File: src/rtl/psum_line_buffer.sv
// psum_line_buffer: programmable-length delay line for the signed partial-sum
// stream leaving one convolution row. Samples are held in a circular RAM and
// each is replayed exactly line_len accepted samples after it was pushed.
module psum_line_buffer #(
  parameter int SUM_BW = 16,
  parameter int DEPTH  = 8,
  parameter int LEN_BW = 4
) (
  input  logic              clk,
  input  logic              rst_n,
  input  logic              i_clear,
  input  logic [LEN_BW-1:0] i_line_len,
  input  logic              i_valid,
  input  logic [SUM_BW-1:0] i_psum,
  output logic [SUM_BW-1:0] o_psum,
  output logic              o_valid,
  output logic              o_primed,
  output logic              o_err
);

  localparam int PTR_W = (DEPTH > 1) ? $clog2(DEPTH) : 1;
  localparam logic [LEN_BW-1:0] DEPTH_L  = LEN_BW'(DEPTH);
  localparam logic [PTR_W-1:0]  LAST_PTR = PTR_W'(DEPTH - 1);

  typedef enum logic [1:0] {
    ST_IDLE   = 2'd0,
    ST_FILL   = 2'd1,
    ST_STREAM = 2'd2
  } state_e;

  // Advance a circular pointer, wrapping from DEPTH-1 back to 0.
  function automatic logic [PTR_W-1:0] ptr_inc(input logic [PTR_W-1:0] p);
    logic [PTR_W-1:0] r;
    if (p == LAST_PTR) begin
      r = {PTR_W{1'b0}};
    end else begin
      r = p + PTR_W'(1);
    end
    return r;
  endfunction

  state_e            state_q, state_d;
  logic [LEN_BW-1:0] len_q, len_d;
  logic [LEN_BW-1:0] count_q, count_d;
  logic [PTR_W-1:0]  wr_q, wr_d;
  logic [PTR_W-1:0]  rd_q, rd_d;
  logic [SUM_BW-1:0] o_psum_q, o_psum_d;
  logic              o_valid_q, o_valid_d;
  logic              o_primed_q, o_primed_d;
  logic              o_err_q, o_err_d;
  logic              len_legal_s;
  logic              mem_we_s;
  logic [LEN_BW-1:0] count_inc_s;
  logic [SUM_BW-1:0] mem_q [DEPTH];

  // Next-state logic: clear has priority over push; reads see the old RAM entry.
  always_comb begin
    state_d     = state_q;
    len_d       = len_q;
    count_d     = count_q;
    wr_d        = wr_q;
    rd_d        = rd_q;
    o_psum_d    = o_psum_q;
    o_valid_d   = 1'b0;
    o_err_d     = o_err_q;
    mem_we_s    = 1'b0;
    len_legal_s = (i_line_len != {LEN_BW{1'b0}}) && (i_line_len <= DEPTH_L);
    count_inc_s = count_q + LEN_BW'(1);

    if (i_clear) begin
      count_d = {LEN_BW{1'b0}};
      wr_d    = {PTR_W{1'b0}};
      rd_d    = {PTR_W{1'b0}};
      if (len_legal_s) begin
        len_d   = i_line_len;
        o_err_d = 1'b0;
        state_d = ST_FILL;
      end else begin
        o_err_d = 1'b1;
        state_d = ST_IDLE;
      end
    end else if (i_valid) begin
      case (state_q)
        ST_IDLE: begin
          state_d = ST_IDLE;
        end
        ST_FILL: begin
          mem_we_s = 1'b1;
          wr_d     = ptr_inc(wr_q);
          count_d  = count_inc_s;
          if (count_inc_s == len_q) begin
            state_d = ST_STREAM;
          end else begin
            state_d = ST_FILL;
          end
        end
        ST_STREAM: begin
          // rd trails wr by len; when len==DEPTH they coincide and the
          // combinational read still returns the entry about to be replaced.
          mem_we_s  = 1'b1;
          o_psum_d  = mem_q[rd_q];
          o_valid_d = 1'b1;
          wr_d      = ptr_inc(wr_q);
          rd_d      = ptr_inc(rd_q);
        end
        default: begin
          state_d = ST_IDLE;
        end
      endcase
    end else begin
      state_d = state_q;
    end

    o_primed_d = (state_d == ST_STREAM);
  end

  // Control state, pointers and registered outputs.
  always_ff @(posedge clk or negedge rst_n) begin
    if (!rst_n) begin
      state_q    <= ST_IDLE;
      len_q      <= {LEN_BW{1'b0}};
      count_q    <= {LEN_BW{1'b0}};
      wr_q       <= {PTR_W{1'b0}};
      rd_q       <= {PTR_W{1'b0}};
      o_psum_q   <= {SUM_BW{1'b0}};
      o_valid_q  <= 1'b0;
      o_primed_q <= 1'b0;
      o_err_q    <= 1'b0;
    end else begin
      state_q    <= state_d;
      len_q      <= len_d;
      count_q    <= count_d;
      wr_q       <= wr_d;
      rd_q       <= rd_d;
      o_psum_q   <= o_psum_d;
      o_valid_q  <= o_valid_d;
      o_primed_q <= o_primed_d;
      o_err_q    <= o_err_d;
    end
  end

  // Sample storage; contents are meaningless until written after a clear.
  always_ff @(posedge clk) begin
    if (mem_we_s) begin
      mem_q[wr_q] <= i_psum;
    end
  end

  assign o_psum   = o_psum_q;
  assign o_valid  = o_valid_q;
  assign o_primed = o_primed_q;
  assign o_err    = o_err_q;

endmodule
File: config.mk
export PLATFORM = sky130hd
export DESIGN_NAME = psum_line_buffer
export DESIGN_NICKNAME = d
export VERILOG_FILES = /design/src/rtl/psum_line_buffer.sv
export SDC_FILE = /design/constraint.sdc
export NUM_CORES = 1
export LEC_CHECK = 0
export CORE_ASPECT_RATIO = 1.4
export CORE_UTILIZATION = 55
export CTS_CLUSTER_SIZE = 16
export DETAILED_ROUTE_END_ITERATION = 12
export PLACE_DENSITY = 0.77
export SLEW_MARGIN = 10
export SYNTH_ARGS = -nofsm -noshare
export SYNTH_HDL_FRONTEND = slang
export SYNTH_SLANG_ARGS = --single-unit
export TNS_END_PERCENT = 20
File: constraint.sdc
create_clock -name clk -period 3 [get_ports clk]
set_input_delay 0.9 -clock clk [delete_from_list [all_inputs] [get_ports clk]]
set_output_delay 0.9 -clock clk [all_outputs]
set_load 0.1 [all_outputs]
==> results.toml <==
[global_routing]
use_met3_pct = 5.19
met1_usage_pct = 27.0
grt_usage_pct = 22.4
grt_pass1_wl_um = 19000
top_usage_layer = "met2"
grt_pass1_vias = 3503
antenna_found_initial = 0
met2_usage_pct = 38.8
grt_max_degree = 23
gr-total-overflow = 0

[job]
drv_cap = 0

[sta]
timing_worst_slew_pin_value_ns = 0.712
relSlewSlack_pct = 52.5
report.final.slew_viol_count = 0
finClkSkew_ns = 0.00920
grt_setup_unrepaired = "false"
whs_ns = 0.443
finalHoldViolCount = 0
setup_slack_ns = 0.730
tns_ns = 0
setup-violations-final = 0
period_share_pct = 75.7
max_freq_ghz = 0.441
post-route-min-period_ns = 2.27

[routing]
drtIter0Drc = 248
detail_route.first_pass.iterations = 5
ant_nets = 0
drc = 0
via_count = 3372
routedWlPerCell_um = 21.1
drt_wl_total_um = 12200
vias_per_cell = 5.82

[clock_tree]
hold_buffers = 0
clockRootBuffer = "clkbuf_16"
cts_setup_buffers = 0
numCtsBuffers = 17
clk_pin_slew_ns = 0.06
clock_latency_ns = 0.42
cts_tree = "done"
cts_max_level = 4
clock_path_buffers = 2
cts_resized = 0
clock-sinks = 163

[critical_path]
crit_family = "simple AND/OR/NAND/NOR gates"
timing.rr.start = "state_q[0]$_DFF_PN0_"
start_kind = "input pin"
cp_data_arrival_time_ns = 2.56
r2r_slack_ns = 1.02
cpMaxStageDelayCell = "or4_1"
worstPathRequired_ns = 3.29
end_kind = "flip-flop"
max_stage_delay_ns = 0.56
path_class = "in2reg"
worstPathBufferInverterCount = 1
crit_chain = "clkdlybuf4s50_1 -> or4_1 -> and3_1 -> mux2_4"
path_max_fanout = 6
worst_r2r_endpoint = "mem_q[6][11]$_DFFE_PP_"
r2r_cells = 5

[finish]
multiInputGateArea_um2 = 1610
seq_area_um2 = 4720
area_delta_synth_final_pct = 18.5
finish.net_count = 454
drive_gt1_share_pct = 24.8
nFillCells = 757
finalNonFillerCells = 579
antennaDiodeCount = 0

[status]
outcome = "finished, final reports clean"

[logic_synthesis]
syn_area_um2 = 6440
synth-seq-cells = 163
ys_warn_count = 0
avgSynthCellArea_um2 = 18.1
synth-seq-area-share_pct = 73.3
netlist_instances = 355
synth_nets = 387
synthDistinctLibCells = 32

[power]
power_density_nw_per_um2 = 623
total_power_mw = 4.76
p_leak_nw = 2.68
ir_drop_mv = 0.389

[placed_design]
placed_cells = 547
port_buffers = 42
place.gp.congestion = 0.803
dp_hpwl_um = 7660
dp_slack_ns = 0.330

[floorplan]
fp.dieH_um = 130
core_area_um2 = 11400
start_util_pct = 56.5
die_w_um = 93.5
num_io_pins = 43
fp.dieArea_um2 = 12200
row_count = 46

[hold_path]
min_path_type = "in2async"
[logic make-up (layout without fill, tap and decap cells)]
| kind of cell | count (synthesis) | count (layout) | synth area share, % |
|---|---|---|---|
| XOR/XNOR | 8 | 8 | 1.09 |
| flip-flops | 163 | 163 | 73.3 |
| buffers and inverters | 24 | 104 | 1.84 |
| multiplexers | 52 | 52 | 14.5 |
| AO/OA/AOI/OAI | 36 | 36 | 3.28 |
| adder cells (fa/ha/maj) | 8 | 8 | 1.55 |
| AND/OR/NAND/NOR | 64 | 64 | 4.45 |
[area by class of cell]
type / count / share of cell area, %
Timing Repair Buffer: 66 / 7.50
Sequential cell: 163 / 61.8
Clock inverter: 12 / 1.18
Tap cell: 144 / 2.36
Multi-Input combinational cell: 168 / 21.1
Clock buffer: 20 / 5.72
Inverter: 6 / 0.295
[per-stage QoR]
stage	instance area [um2]	util (%)
floorplan	6450	-
global placement	7110	62.4
detailed placement	7110	62.4
CTS	7640	67.0
global route	7640	67.0
finish	7640	67.0
[worst max-delay path by stage]
stage | startpoint | end | slack, ns | depth (start not counted)
final | i_line_len[1] | len_q[2]$_DFFE_PN0P_ | 0.73 | 4
after detailed placement | i_line_len[1] | len_q[2]$_DFFE_PN0P_ | 0.33 | 4
after CTS | i_line_len[1] | state_q[0]$_DFF_PN0_ | 0.75 | 5
after global placement | i_line_len[1] | state_q[0]$_DFF_PN0_ | 0.37 | 5
after global routing | i_line_len[1] | state_q[0]$_DFF_PN0_ | 0.65 | 5
after floorplan | i_clear | mem_q[1][0]$_DFFE_PP_ | 0.1 | 5
[layout by cell type, fill, tap and decap left out, types with 2 or more instances in the layout]
cell and count:
edfxtp_1 128, buf_4 41, dfrtp_1 34, mux4_2 32, nand2_1 24, clkdlybuf4s50_1 22
nor2_1 18, o21ai_0 18, mux2i_1 17, clkbuf_16 17, a21oi_1 11, ha_1 8
inv_1 6, nand2b_1 6, nand3_1 5, clkinv_1 5, xor2_1 4, xnor2_1 4
nor3_1 3, mux2_4 3, clkbuf_1 3, clkinvlp_4 3, or3_1 2, nor3_2 2
nor3b_1 2, clkinv_2 2, buf_12 2
[cells in the mapped netlist, drive strengths merged]
library cell / instances / area (um2)
edfxtp: 128 / 3840
a221oi: 1 / 8.76
o21ai: 18 / 90.1
a211o: 1 / 8.76
mux4: 32 / 721
or4: 1 / 7.51
or3: 2 / 12.5
xnor2: 4 / 35.0
mux2: 3 / 45.0
a21oi: 11 / 55.1
nand3: 5 / 25.0
nor2: 18 / 67.6
o31ai: 2 / 20.0
and3: 1 / 6.26
mux2i: 17 / 170
dfrtp: 35 / 876
buf: 11 / 70.1
nand2b: 6 / 37.5
a21o: 1 / 8.76
o41a: 1 / 11.3
nand2: 24 / 90.1
nor3: 5 / 25.0
o41ai: 1 / 8.76
clkbuf: 7 / 26.3
ha: 8 / 100
nor3b: 2 / 15.0
inv: 6 / 22.5
xor2: 4 / 35.0
[metal layers]
| layer | vias up | share of wire (%) |
|---|---|---|
| met2 | 102 | 54 |
| met3 | 17 | 5.7 |
| li1 | 1514 | - |
| met4 | 0 | 1.4 |
| met5 | - | 0 |
| met1 | 1739 | 39 |
[registers in the layout, indices dropped and copies added, names as in the netlist]
register / count
count_q: 4
rd_q: 3
o_psum: 16
o_err: 1
o_valid: 1
state_q: 2
wr_q: 3
mem_q: 128
o_primed: 1
len_q: 4
[where the power goes]
part / internal (mW) / switching (mW)
registers: 2.48 / 0.0261
clock network: 1.12 / 0.818
logic: 0.105 / 0.206
total: 3.71 / 1.05
(Power assumes the default switching activity.)
